### config.mk
export PLATFORM = sky130hd
export DESIGN_NAME = sr_unload
export DESIGN_NICKNAME = d
export VERILOG_FILES = /design/src/rtl/sr_unload.sv
export SDC_FILE = /design/constraint.sdc
export NUM_CORES = 1
export LEC_CHECK = 0
export ABC_AREA = 1
export CAP_MARGIN = 20
export CELL_PAD_IN_SITES_DETAIL_PLACEMENT = 0
export CELL_PAD_IN_SITES_GLOBAL_PLACEMENT = 1
export CORE_MARGIN = 8
export CORE_UTILIZATION = 30
export CTS_CLUSTER_DIAMETER = 100
export CTS_CLUSTER_SIZE = 20
export DETAILED_ROUTE_END_ITERATION = 7
export PLACE_DENSITY_LB_ADDON = 0.1
export SYNTH_ARGS = -nofsm -noshare
export SYNTH_HDL_FRONTEND = slang
export SYNTH_SLANG_ARGS = --single-unit
### constraint.sdc
create_clock -name clk -period 1.4 [get_ports clk]
set_input_delay 0.35 -clock clk [delete_from_list [all_inputs] [get_ports clk]]
set_output_delay 0.35 -clock clk [all_outputs]
set_load 0.02 [all_outputs]
### src/rtl/sr_unload.sv
// sr_unload: captures a MOV word and streams it out as W-bit slices over a valid/ready handshake.
module sr_unload #(
  parameter int N = 10,
  parameter int W = 2,
  parameter int MSB_FIRST = 0,
  localparam int S = N / W,
  localparam int IW = (S > 1) ? $clog2(S) : 1
) (
  input  logic          clk,
  input  logic          rst_n,
  input  logic [N-1:0]  sr_q,
  input  logic          start,
  input  logic          abort,
  output logic          out_valid,
  input  logic          out_ready,
  output logic [W-1:0]  out_data,
  output logic [IW-1:0] out_idx,
  output logic          out_last,
  output logic          busy,
  output logic          done,
  output logic          aborted
);
  typedef enum logic [1:0] {IDLE, SEND, DONE} state_t;
  localparam logic [IW-1:0] FIRST = (MSB_FIRST != 0) ? IW'(S - 1) : '0;
  localparam logic [IW-1:0] LAST  = (MSB_FIRST != 0) ? '0 : IW'(S - 1);
  state_t              state_q;
  logic [S-1:0][W-1:0] shadow_q;
  logic [IW-1:0]       idx_q;
  logic                aborted_q;
  // Unload FSM: capture on start, step the slice index on each transfer, abort returns straight to IDLE
  always_ff @(posedge clk) begin
    if (!rst_n) begin
      state_q   <= IDLE;
      shadow_q  <= '0;
      idx_q     <= '0;
      aborted_q <= 1'b0;
    end else begin
      aborted_q <= 1'b0;
      case (state_q)
        IDLE: if (start) begin
          shadow_q <= sr_q;
          idx_q    <= FIRST;
          state_q  <= SEND;
        end
        SEND: if (abort) begin
          state_q   <= IDLE;
          aborted_q <= 1'b1;
        end else if (out_ready) begin
          if (idx_q == LAST) state_q <= DONE;
          else idx_q <= (MSB_FIRST != 0) ? idx_q - 1'b1 : idx_q + 1'b1;
        end
        DONE: state_q <= IDLE;
        default: state_q <= IDLE;
      endcase
    end
  end
  assign out_valid = state_q == SEND;
  assign out_data  = shadow_q[idx_q];
  assign out_idx   = idx_q;
  assign out_last  = out_valid && idx_q == LAST;
  assign busy      = state_q != IDLE;
  assign done      = state_q == DONE;
  assign aborted   = aborted_q;
endmodule

# After elaboration in Yosys (flattened, before gate mapping)
# Index checks and enable logic that the tools add are counted.
# word_totals
output_inout_bits	10
ff_bits	16
in_bits	15
# classes
n_reduce_logical	8
mux	13
n_eq_ne	9
add_sub_neg	1
order_cmp	1
# op_table
operator	count
$mux W3	4
$mux W2	5
$bmux W2 S3	1
$ne A2 B2 Y1 const B	3
$ne A3 B2 Y1 const B	2
$pmux W3 S2	1
$reduce_and A5 Y1	1
$lt A3 B4 Y1 const B	1
$pmux W2 S2	1
$reduce_and A2 Y1	2
$reduce_bool A2 Y1	2
$add A3 B1 Y3 const B	1
$eq A3 B3 Y1 const B	1
$reduce_and A3 Y1	1
$eq A2 B1 Y1 const B	1
$eq A2 B2 Y1 const B	1
$logic_not A2 Y1	1
$ne A2 B1 Y1 const B	1
$logic_and A1 B1 Y1	1
$mux W1	1

# Depth between registers and ports, before layout
# Gate-level depths: netlist of run 1.
# logic_depth
depth_word	5
mapped_depth	8

# Least setup slack after synthesis of run 1
# Ideal clock, no wire load.
# synth_path
path_type	flip-flop to output port
start	register idx_q[0] (netlist: out_idx[0])
end	output out_data[0]
path_slack_ns	-0.135
stages_incl_launch_ff	4
arrival_time_ns	1.185
required_ns	1.050
path_cell_list	dfxtp_1 -> inv_1 -> nand3_1 -> o21ai_0
# synth_between
elab_chain_cells	2
# synth_rtl
item	line_no	rtl
from (decl)	28	logic [IW-1:0] idx_q;
from (signal assigned)	50	else idx_q <= (MSB_FIRST != 0) ? idx_q - 1'b1 : idx_q + 1'b1;
$bmux W2 S3	58	assign out_data = shadow_q[idx_q];
$mux W2 (not written as such)	58	
to (decl)	16	output logic [W-1:0] out_data,
# No other way between the ends. The select of a mux whose other input is x is not followed.

# Worst setup path in the final report of run 1
# Ends and elaborated chain as after synthesis.

==> metrics list, run 1 <==
- Top Ports: 25
- Along the worst hold path, the cell count comes to 2.
- Internal power consumption: 0.807 mW
- Worst clock skew: 0.00163 ns
- Overall die width: 66.4 µm
* Max-slew violations: 0
* Critical-path maximum fanout: 6
- Setup repair after global routing could not meet its margin everywhere.
- The clock network accounts for 27.1% of the total power.
* Post-Synthesis Net Count: 133
* Fraction of final layout cells with drive strength greater than 1: 40.0%
* Total CTS buffers: 3
- Overall die area: 4410 µm²
* Detailed-routing iteration count for the pre-antenna-repair pass: 4
* Top achievable clock speed: 0.637 GHz
- The longest clock path from root to sink contains 2 buffers.
- The routed design has 2310 µm of wire.
- Across all layers, the routed design uses 886 vias.
- Combined area of all synthesized cells: 763 µm²
- Result of the run: finished, violations left
* Arrival time at the worst endpoint: 1.22 ns
* Switching pwr: 0.338 mW
- Via count of the first global-routing pass: 888
* P_leak: 0.609 nW
* Placeable core area: 2450 µm²
* Antenna viol nets, final: 0
- Number of vias per cell: 4.54
* Max Cap Viol: 0
* Count of unresolved DRC violations after routing: 0
- The routed design could run at a clock period as short as 1.57 ns.
- Final worst path period share: 112%
- IR analysis of the VDD net gives a maximum drop of 0.602 mV.
- Post-DP HPWL: 1800 µm
- Clk sinks: 16
- All-layer global routing usage: 11.2%
* Area growth, synth to finish: 73.1%
- The tree is rooted in a sky130_fd_sc_hd__clkbuf_4.
- By instance count, the cell type seen most on the critical path is sky130_fd_sc_hd__nand3_2.
* Initial standard-cell utilization of the core: 31.1%
* Part of the total power dissipated in combinational logic: 28.4%
- Synthesis handed over a netlist of 116 instances.
* Share of total power in sequential cells: 44.5%
- Min setup slack post-route: -0.170 ns
- Drt first-iter violations: 21
- Overflow left after global routing: 0
* Mean instance size in the synthesized netlist: 6.58 µm²
- Final Wtd Congestion: 0.736
* Max transition margin: 83.9%
* Violations in the final reports: negative setup slack
- The initial antenna violation count came to 0.
* Worst hold-check slack: 0.469 ns
* Design Power: 1.15 mW
- Yosys printed 0 warnings.
- The signal on the critical path passes through inv_2 > buf_6 > nand2_4 > nand3_2 > nand3_2 > o21ai_1 > buf_4.
- TritonCTS clock tree: done
* Sw Ratio: 29.5%
- Worst-margin pin slew: 0.242 ns
- Largest net degree at the start of global routing: 12
- The worst setup path is launched from a flop.
* Number of library cell types mapped by synthesis: 15
- Data on the critical path is required at its endpoint by 1.05 ns.
- Htree depth: 1
- Worst path max stage delay: 0.34 ns
- For the worst flop-to-flop path, the logic depth is 9.
* Sequential share of the synthesized area: 42.0%
- Dividing total power by cell area gives a power density of 867 nW/µm².
* Global-route wire length before repair: 3880 µm
- Final hold vios: 0
- At the end of the flow, the number of nets in the layout was 183.
* Slowest-stage cell, CP: sky130_fd_sc_hd__dfxtp_2
- Register bit count reported by yosys: 16
* Path type of the worst setup path: flop to output pin
- WL per Instance: 11.8 µm
* Total number of placement rows: 18
- Buffers placed on the I/O ports in this run total 24.
- Critical Path End Type: output pin
* Clock latency on the worst-skew pair: 0.29 ns
- In this run, post-CTS hold repair placed 0 buffers.
- Number of setup violations in the final report: 3
- CTS clock-pin slew for the worst setup and hold paths: 0.09 ns
* Count of inserted antenna diode cells: 0
* Path category of the worst min-delay check: flop to flop
- The die is 66.4 µm tall.
power by group through the flow:
stage               clock [mW]  combinational (mW)  sequential [mW]
floorplan                    0               0.132            0.524
global placement             0               0.297            0.516
detailed placement           0               0.299            0.517
CTS                      0.323               0.315            0.510
global route             0.341               0.361            0.514
finish                   0.310               0.325            0.510
critical path, delay by kind of cell (launching register included):
kind | cells | cell delay, ns
flip-flops | 1 | 0.34
AND/OR/NAND/NOR | 3 | 0.18
AO/OA/AOI/OAI | 1 | 0.07
buffers and inverters | 3 | 0.34
synthesized netlist by cell type, drive strengths merged:
cell type,number,share of area (%)
a21oi,5,3.3
buf,2,1.1
dfxtp,16,42
ha,2,3.3
inv,12,5.9
nand2,25,12
nand3,10,6.6
nor2,27,14
nor3,1,0.66
nor4,1,0.82
o21ai,15,9.8
layout by cell type (no fill, tap or decap):
master,synthesis,layout
sky130_fd_sc_hd__dfxtp_1,16,11
sky130_fd_sc_hd__dfxtp_4,0,1
sky130_fd_sc_hd__o21ai_1,1,2
sky130_fd_sc_hd__nor2_4,1,3
sky130_fd_sc_hd__nand2_2,0,6
sky130_fd_sc_hd__nor2_1,26,22
sky130_fd_sc_hd__nor2_2,0,2
sky130_fd_sc_hd__inv_1,10,8
sky130_fd_sc_hd__o21ai_0,14,12
sky130_fd_sc_hd__nor4_1,1,1
sky130_fd_sc_hd__buf_4,0,23
sky130_fd_sc_hd__dfxtp_2,0,4
sky130_fd_sc_hd__ha_1,2,1
sky130_fd_sc_hd__inv_2,2,4
sky130_fd_sc_hd__nand2_4,0,2
sky130_fd_sc_hd__dlygate4sd2_1,0,1
sky130_fd_sc_hd__a21oi_1,5,5
sky130_fd_sc_hd__o21ai_2,0,1
sky130_fd_sc_hd__nor3_1,1,1
sky130_fd_sc_hd__ha_2,0,1
sky130_fd_sc_hd__clkbuf_4,0,3
sky130_fd_sc_hd__clkdlybuf4s50_1,0,14
sky130_fd_sc_hd__nand3_1,10,4
sky130_fd_sc_hd__buf_6,0,5
sky130_fd_sc_hd__buf_2,1,4
sky130_fd_sc_hd__clkbuf_8,0,1
sky130_fd_sc_hd__nand3_2,0,6
sky130_fd_sc_hd__nand2_1,25,17
registers in the layout, indices dropped and copies added (netlist names):
name	count
shadow_q	10
out_idx	3
aborted	1
state_q	2
layout make-up:
class,count,area [µm²]
clock buffer,4,36.3
fill,259,1130
sequential,16,329
tap,30,37.5
multi-input combinational,86,475
inverter,12,45.0
timing repair buffer,47,398
through the flow:
stage	cell area (µm²)	std cells	setup slack (ns)	util (%)	setup TNS, ns
3_5_place_dp	1190	188	-0.386	48.4	-2.37
2_1_floorplan	768	116	0.0227	-	0
5_1_grt	1320	195	-0.235	53.8	-0.713
3_3_place_gp	1190	188	-0.386	48.4	-2.08
6_report	1320	195	-0.170	53.8	-0.492
4_1_cts	1270	194	-0.178	51.9	-0.505
metal layers:
metal	global-route usage (%)	share of wire [%]
met1	12.5	42
met3	4.41	7.5
met4	2.40	0.52
met2	19.4	50
met5	0	0
cells by family (layout without fill, tap and decap cells):
logic type | after synthesis | in the layout | synth area share, %
compound gates | 20 | 20 | 13.1
buf+inv | 14 | 63 | 7.05
fa+ha+maj | 2 | 2 | 3.28
simple gates | 64 | 64 | 34.6
flops | 16 | 16 | 42.0
final timing paths:
path / to / slack, ns / from
setup / recovery: out_data[0] / -0.17 / out_idx[0]$_SDFFE_PN0P_
hold / removal: shadow_q[9]$_SDFFE_PN0P_ / 0.47 / shadow_q[9]$_SDFFE_PN0P_
setup reg to reg: out_idx[2]$_SDFFE_PN0P_ / 0.07 / out_idx[0]$_SDFFE_PN0P_
hold reg to reg: shadow_q[9]$_SDFFE_PN0P_ / 0.47 / shadow_q[9]$_SDFFE_PN0P_
what timing repair did:
action,4_1_cts,5_1_grt
buffers inserted,2,1
pin swaps,2,3
setup endpoints to repair,11,14
gates resized for setup,60,16
Power figures use the tool's default switching activity.
==> run 2: changes to the inputs <==
--- a/config.mk
+++ b/config.mk
@@ -6,7 +6,6 @@
 export NUM_CORES = 1
 export LEC_CHECK = 0
 export ABC_AREA = 1
-export CAP_MARGIN = 20
 export CELL_PAD_IN_SITES_DETAIL_PLACEMENT = 0
 export CELL_PAD_IN_SITES_GLOBAL_PLACEMENT = 1
 export CORE_MARGIN = 8
==> results of run 2 <==
No change in the layout: final DEF, timing and power equal those of run 1.
==> run 3: changes to the inputs <==
--- a/config.mk
+++ b/config.mk
@@ -13,6 +13,7 @@
 export CTS_CLUSTER_DIAMETER = 100
 export CTS_CLUSTER_SIZE = 20
 export DETAILED_ROUTE_END_ITERATION = 7
+export HOLD_SLACK_MARGIN = 0.15
 export PLACE_DENSITY_LB_ADDON = 0.1
 export SYNTH_ARGS = -nofsm -noshare
 export SYNTH_HDL_FRONTEND = slang
==> results of run 3 <==
No change in the layout: final DEF, timing and power equal those of run 1.
